**config.mk**
```make
export PLATFORM = sky130hd
export DESIGN_NAME = baud_nco_gen
export DESIGN_NICKNAME = d
export VERILOG_FILES = /design/src/rtl/baud_nco_gen.sv
export SDC_FILE = /design/constraint.sdc
export NUM_CORES = 1
export LEC_CHECK = 0
export ABC_AREA = 0
export CORE_MARGIN = 1.5
export CORE_UTILIZATION = 35
export DETAILED_ROUTE_END_ITERATION = 8
export PLACE_DENSITY = 0.6
export SETUP_SLACK_MARGIN = 0.5
export SLEW_MARGIN = 25
export SYNTH_ARGS = -nofsm -noshare
export SYNTH_HDL_FRONTEND = slang
export SYNTH_SLANG_ARGS = --single-unit
```
**constraint.sdc**
```tcl
create_clock -name clk -period 3.87 [get_ports clk]
set_input_delay 0.5805 -clock clk [delete_from_list [all_inputs] [get_ports clk]]
set_output_delay 0.5805 -clock clk [all_outputs]
set_load 0.02 [all_outputs]
```
**src/rtl/baud_nco_gen.sv**
```systemverilog
// baud_nco_gen: runtime-programmable NCO baud enable generator (oversampled RX enable, 1x TX enable).
// Optional lock qualification filter is compiled in by defining BAUD_NCO_LOCK_FILTER_EN.
module baud_nco_gen #(
   parameter int unsigned ACC_W       = 24,
   parameter int unsigned OVS         = 8,
   parameter int unsigned LOCK_CYCLES = 16,
   parameter int unsigned DEFAULT_INC = 1863709
) (
   input  logic                    clk,
   input  logic                    reset,
   input  logic                    locked,
   input  logic [ACC_W-1:0]        inc_data,
   input  logic                    inc_load,
   output logic                    inc_busy,
   output logic                    running,
   output logic                    rx_en,
   output logic                    tx_en,
   output logic [$clog2(OVS)-1:0]  sub_phase
);

   localparam int unsigned      SP_W     = $clog2(OVS);
   localparam logic [SP_W-1:0]  OVS_LAST = SP_W'(OVS - 1);
   localparam logic [ACC_W-1:0] INC_RST  = ACC_W'(DEFAULT_INC);

   logic [ACC_W-1:0] acc_q, acc_d;
   logic [ACC_W-1:0] inc_q, inc_d;
   logic [ACC_W-1:0] pend_q, pend_d;
   logic             busy_q, busy_d;
   logic [SP_W-1:0]  ovs_q, ovs_d;
   logic             rx_q, rx_d;
   logic             tx_q, tx_d;
   logic             run_q, run_d;

   logic [ACC_W:0]   sum_s;
   logic             carry_s;
   logic             bit_end_s;
   logic             apply_s;
   logic             run_next_s;

`ifdef BAUD_NCO_LOCK_FILTER_EN
   localparam int unsigned     LC_W     = $clog2(LOCK_CYCLES + 1);
   localparam logic [LC_W-1:0] LOCK_TGT = LC_W'(LOCK_CYCLES);

   logic [LC_W-1:0] lock_cnt_q, lock_cnt_d;

   // Lock qualification: count consecutive locked cycles, saturating at the target.
   always_comb begin
      lock_cnt_d = lock_cnt_q;
      if (!locked) begin
         lock_cnt_d = {LC_W{1'b0}};
      end else if (lock_cnt_q != LOCK_TGT) begin
         lock_cnt_d = lock_cnt_q + LC_W'(1);
      end else begin
         lock_cnt_d = lock_cnt_q;
      end
   end

   assign run_next_s = locked & (lock_cnt_d == LOCK_TGT);

   // Lock qualification counter register.
   always_ff @(posedge clk or posedge reset) begin
      if (reset) begin
         lock_cnt_q <= {LC_W{1'b0}};
      end else begin
         lock_cnt_q <= lock_cnt_d;
      end
   end
`else
   assign run_next_s = locked;
`endif

   // Phase accumulator, oversample counter and increment load/apply next-state logic.
   always_comb begin
      sum_s     = {1'b0, acc_q} + {1'b0, inc_q};
      carry_s   = run_q & sum_s[ACC_W];
      bit_end_s = carry_s & (ovs_q == OVS_LAST);
      // A pending increment lands on a bit boundary, or at once when nothing is counting.
      apply_s   = busy_q & (bit_end_s | ~run_q | (inc_q == {ACC_W{1'b0}}));

      acc_d  = acc_q;
      ovs_d  = ovs_q;
      rx_d   = 1'b0;
      tx_d   = 1'b0;
      inc_d  = inc_q;
      pend_d = pend_q;
      busy_d = busy_q;
      run_d  = run_next_s;

      if (!locked) begin
         acc_d = {ACC_W{1'b0}};
         ovs_d = {SP_W{1'b0}};
      end else if (run_q) begin
         acc_d = sum_s[ACC_W-1:0];
         rx_d  = carry_s;
         tx_d  = bit_end_s;
         if (bit_end_s) begin
            ovs_d = {SP_W{1'b0}};
         end else if (carry_s) begin
            ovs_d = ovs_q + SP_W'(1);
         end else begin
            ovs_d = ovs_q;
         end
      end else begin
         acc_d = acc_q;
         ovs_d = ovs_q;
      end

      if (apply_s) begin
         inc_d  = pend_q;
         busy_d = 1'b0;
      end else if (inc_load && !busy_q) begin
         pend_d = inc_data;
         busy_d = 1'b1;
      end else begin
         pend_d = pend_q;
         busy_d = busy_q;
      end
   end

   // State and registered output flops.
   always_ff @(posedge clk or posedge reset) begin
      if (reset) begin
         acc_q  <= {ACC_W{1'b0}};
         inc_q  <= INC_RST;
         pend_q <= {ACC_W{1'b0}};
         busy_q <= 1'b0;
         ovs_q  <= {SP_W{1'b0}};
         rx_q   <= 1'b0;
         tx_q   <= 1'b0;
         run_q  <= 1'b0;
      end else begin
         acc_q  <= acc_d;
         inc_q  <= inc_d;
         pend_q <= pend_d;
         busy_q <= busy_d;
         ovs_q  <= ovs_d;
         rx_q   <= rx_d;
         tx_q   <= tx_d;
         run_q  <= run_d;
      end
   end

   assign inc_busy  = busy_q;
   assign running   = run_q;
   assign rx_en     = rx_q;
   assign tx_en     = tx_q;
   assign sub_phase = ovs_q;

endmodule

```
Word-level counts from Yosys, hierarchy flattened
Cells that the tools add are included.
{"block": "word_totals", "output_inout_bits": 7, "rom_bits": 0, "input_bits": 28, "ramBits": 0, "latch_bits": 0, "elab_cells": 38, "mem_count": 0, "reg_bits": 79}
{"block": "op_classes", "eq_ne": 3, "n_div": 0, "muxes": 12, "n_shift": 0, "mul": 0, "n_lt_le_gt_ge": 0, "addsub": 2, "bitwise_logic": 7, "reduce_logical": 6}
{"cell": "$mux 24", "n": 2}
{"cell": "$add 24x24->25", "n": 1}
{"cell": "$logic_not 24->1", "n": 1}
{"cell": "$mux 3", "n": 4}
{"cell": "$mux 1", "n": 6}
{"cell": "$reduce_and 2->1", "n": 2}
{"cell": "$add 3x1->3 const B", "n": 1}
{"cell": "$and 1x1->1", "n": 3}
{"cell": "$eq 3x3->1 const B", "n": 1}
{"cell": "$ne 3x1->1 const B", "n": 1}
{"cell": "$ne 2x1->1 const B", "n": 1}
{"cell": "$not 1->1", "n": 2}
{"cell": "$or 1x1->1", "n": 2}
{"cell": "$reduce_bool 2->1", "n": 1}
{"cell": "$logic_and 1x1->1", "n": 1}
{"cell": "$logic_not 1->1", "n": 1}

Logic depth before layout (Yosys ltp)
{"block": "logic_depth", "word_depth": 8, "ltp_mapped": 11, "ltp_nobuf": 10}

Worst setup path before layout
No wires, ideal clock.
{"block": "synth_timing", "kind": "flip-flop to flip-flop", "start": "register inc_q[0]", "end": "register inc_q[10]", "slack_ps": 984, "stages_incl_launch_ff": 12, "path_buffers": 1, "arrival_ps": 2761, "cell_sequence": "dfstp_2 > ha_1 > inv_1 > fa_1 > and2b_1 > o211ai_1 > a2111oi_4 > o2111ai_2 > a21boi_2 > o21ai_4 > buf_12 > mux2_4"}
{"block": "synth_via", "elab_chain_cells": 6}
{"element": "start: declaration", "line": "26", "rtl": "logic [ACC_W-1:0] inc_q, inc_d;"}
{"element": "start signal: assignment", "line": "133", "rtl": "inc_q <= inc_d;"}
{"element": "$add 24x24->25", "line": "74", "rtl": "sum_s = {1'b0, acc_q} + {1'b0, inc_q};"}
{"element": "$and 1x1->1", "line": "75", "rtl": "carry_s = run_q & sum_s[ACC_W];"}
{"element": "$and 1x1->1", "line": "76", "rtl": "bit_end_s = carry_s & (ovs_q == OVS_LAST);"}
{"element": "$or 1x1->1", "line": "78", "rtl": "apply_s = busy_q & (bit_end_s | ~run_q | (inc_q == {ACC_W{1'b0}}));"}
{"element": "$or 1x1->1 *", "line": "78"}
{"element": "$and 1x1->1 *", "line": "78"}
Every way passes the cells marked *; elsewhere a longest branch is shown, timed or not.
A chain may end at the register's enable or synchronous reset.

Final worst setup path
{"block": "layout_timing", "start": "register inc_q[0]", "end": "register inc_q[5]"}
Same word-level chain as after synthesis.

==> flow_summary.ini <==
[status]
status = completed

[synth]
yosys.area_share.xor_xnor = 0.0247
synth_top_family_by_area = multiplexers
synth-compound-area-share = 0.151
netlist_instances = 420
synth_mux_area_frac = 0.159
yosysTopAreaCell = dfrtp_1
synth_top_area_frac = 0.374
synth_seq_cells = 79
syn-num-nets = 475
avgSynthCellArea_um2 = 11.0
syn_area_um2 = 4620
yosysSeqAreaShare = 0.431
synth_area_leaders = dfrtp_1 (37%), ha_1 (7.0%), mux2_2 (6.8%), mux2_4 (6.5%), dfstp_2 (5.7%)
synthSimpleGateAreaFrac = 0.120
async_reset_ff_frac = 1.00
synth-edff-count = 0
ys.flop_type = dfrtp_1
synth_fa_ha_area_frac = 0.0748
yosysUniqueCellTypes = 65
synth_warnings = 0

[grt]
grt_pass1_wl_mm = 16.9
antenna_found_initial = 0
grt_usage = 0.153
grt_pass1_vias = 3343
grt_max_degree = 37
overflow = 0

[timing]
fin_crit_ns = 3.11
rsz0062_at_grt = no
hold_viol_final = 0
skew_ns = 0.00750
fmax_mhz = 322
maxSlewHeadroom = 0.435
worst_slew_pin_slew_ns = 0.847
fin_tns_setup_ns = 0
setup_viol = 0
drv_slew = 0
post-route-period-util = 0.803

[die]
num_rows = 41
initial_core_util = 0.363
dieArea_um2 = 13900
core_area_um2 = 12700
die_x_um = 118
die_h_um = 118
pin_count = 35

[placed_design]
dp.cells = 612
place_congestion = 0.890
io_buffer_count = 34
hpwlAfterDp_mm = 7.33

[routing]
dr.first_iter.drc_count = 158
drt_wl_total_mm = 9.75
drtPass1Iterations = 4
drcViolationCount = 0
routedWlPerCell_um = 15.5
vias = 3292
via_per_inst = 5.24
antenna_left = 0

[critical_path]
cp.arrival_ns = 3.33
end_kind = flip-flop
path_max_fanout = 24
path_class = flip-flop to flip-flop
start_kind = flip-flop
critPathMaxStageDelay_ns = 0.55
required_ns = 4.09
path_cells = ha_1 > inv_1 > fa_1 > and2b_1 > o211ai_1 > a2111oi_4 > o2111ai_2 > a21boi_2 > o21ai_4 > buf_12 > mux2_4
crit_slowest_cell = dfstp_2

[clocking]
post_cts_buffers = 0
path_clk_slew_ns = 0.06
postCtsHoldBufs = 0
cts_resized = 0
insertion_delay_ns = 0.34
cts-root-buf = clkbuf_16
cts_buffers = 9
clock_sinks = 79
cts_tree = done
clockBufferDepth = 2
h-tree-depth = 3

[cells_and_area]
drive_above_1_share = 0.202
area_growth_pct = 16.8
final_cells = 628
fin_nets = 506
antenna_cells = 0

[hold_path]
hp-class = flip-flop to flip-flop

[power_and_ir_drop]
ir_drop_uv = 260
internal_power_mw = 2.56
switching_share = 0.392
pwr-share-clk = 0.204
p_sw_mw = 1.65
combPwrFrac = 0.471
p_leak_nw = 2.40
sequentialPowerShare = 0.325
power_density_nw_per_um2 = 781

[flow_run]
cap_violations = 0
## cells in the final DEF (no fill, tap or decap), types with 3 or more instances in the layout
cell,n
a211oi_1,4
a21o_1,12
a21oi_1,25
and2_1,3
buf_4,6
clkbuf_16,9
clkdlybuf4s50_1,34
clkinv_4,3
dfrtp_1,69
dfstp_2,10
ha_1,26
inv_1,8
mux2_2,28
mux2_4,20
mux2i_1,12
nand2_1,32
nand3_1,14
nand4_1,6
nor2_1,24
nor3_1,4
nor4_1,6
o211ai_1,4
o21a_1,5
o21ai_0,22
o21bai_1,3
o221ai_1,3
xnor2_1,10
xor2_1,3
## logic make-up (layout without fill, tap and decap cells)
kind of cell | count (synthesis) | after routing
simple gates | 110 | 110
xor+xnor | 13 | 13
buf+inv | 30 | 66
compound gates | 101 | 101
fa+ha+maj | 27 | 27
mux | 60 | 60
flops | 79 | 79
## registers in the layout (all words and copies together) (netlist names)
name	cells
running	1
inc_q	24
acc_q	24
rx_en	1
sub_phase	3
pend_q	24
inc_busy	1
tx_en	1
## power groups by stage
stage / registers [mW] / clock network, mW / logic [mW]
global placement: 1.38 / 0 / 1.94
CTS: 1.37 / 0.877 / 1.97
global route: 1.41 / 0.922 / 2.22
floorplan: 1.29 / 0 / 1.67
finish: 1.37 / 0.859 / 1.98
detailed placement: 1.39 / 0 / 1.96
## path summary, 6_finish.rpt
path / start / slack (ns) / cells after the start / to
worst max-delay path: inc_q[0]$_DFFE_PP1P_ / 0.76 / 11 / inc_q[5]$_DFFE_PP0P_
worst min-delay path: pend_q[14]$_DFFE_PP0P_ / 0.50 / 1 / inc_q[14]$_DFFE_PP1P_
worst max register to register: inc_q[0]$_DFFE_PP1P_ / 0.76 / 11 / inc_q[5]$_DFFE_PP0P_
worst min register to register: pend_q[14]$_DFFE_PP0P_ / 0.50 / 1 / inc_q[14]$_DFFE_PP1P_
max in group asynchronous: reset / 2.51 / 3 / inc_q[12]$_DFFE_PP1P_
min in group asynchronous: reset / 0.55 / 2 / inc_q[6]$_DFFE_PP0P_
## layout make-up
type	count	area, um^2
multi-input cells	311	2450
clock inverters	6	70.1
clock buffers	10	229
fillers	1250	7330
well taps	172	215
inverters	9	33.8
repair buffers	41	405
flip-flops and latches	79	1990
## metal layers
layer | wire (um) | track usage | up-vias
li1 | - | - | 1624
met1 | 4770 | 0.217 | 1553
met2 | 4170 | 0.226 | 96
met3 | 588 | 0.0276 | 19
met4 | 229 | 0.0686 | 0
met5 | 0 | 0 | -
## per-stage QoR
stage | total power [mW] | setup WS (ns) | cell area, um^2 | hold WS (ns) | util
after detailed placement | 3.35 | 0.778 | 5090 | 0.492 | 0.400
after global routing | 4.55 | 0.570 | 5390 | 0.512 | 0.424
final | 4.21 | 0.764 | 5390 | 0.503 | 0.424
after global placement | 3.31 | 0.846 | 5090 | 0.475 | 0.400
after CTS | 4.22 | 0.753 | 5390 | 0.505 | 0.424
after floorplan | 2.96 | 0.984 | 4620 | 0.456 | -
## worst max-delay path, delay by kind of cell (launching register included)
kind	cells	cell delay [ns]
adders and majority gates	2	0.56
buffers and inverters	2	0.25
AOI/OAI and AO/OA	5	1.09
muxes	1	0.30
DFF	1	0.55
and+or+nand+nor	1	0.23
## cell usage after synthesis (10+ instances only)
library cell and instances:
mux2_4 20, dfrtp_1 69, mux2i_1 12, mux2_2 28, a21o_1 12, ha_1 26, nor2_1 24, clkbuf_1 12
nand2_1 32, nand3_1 14, o21ai_0 22, a21oi_1 25, dfstp_2 10, xnor2_1 10
(Power assumes the default switching activity.)
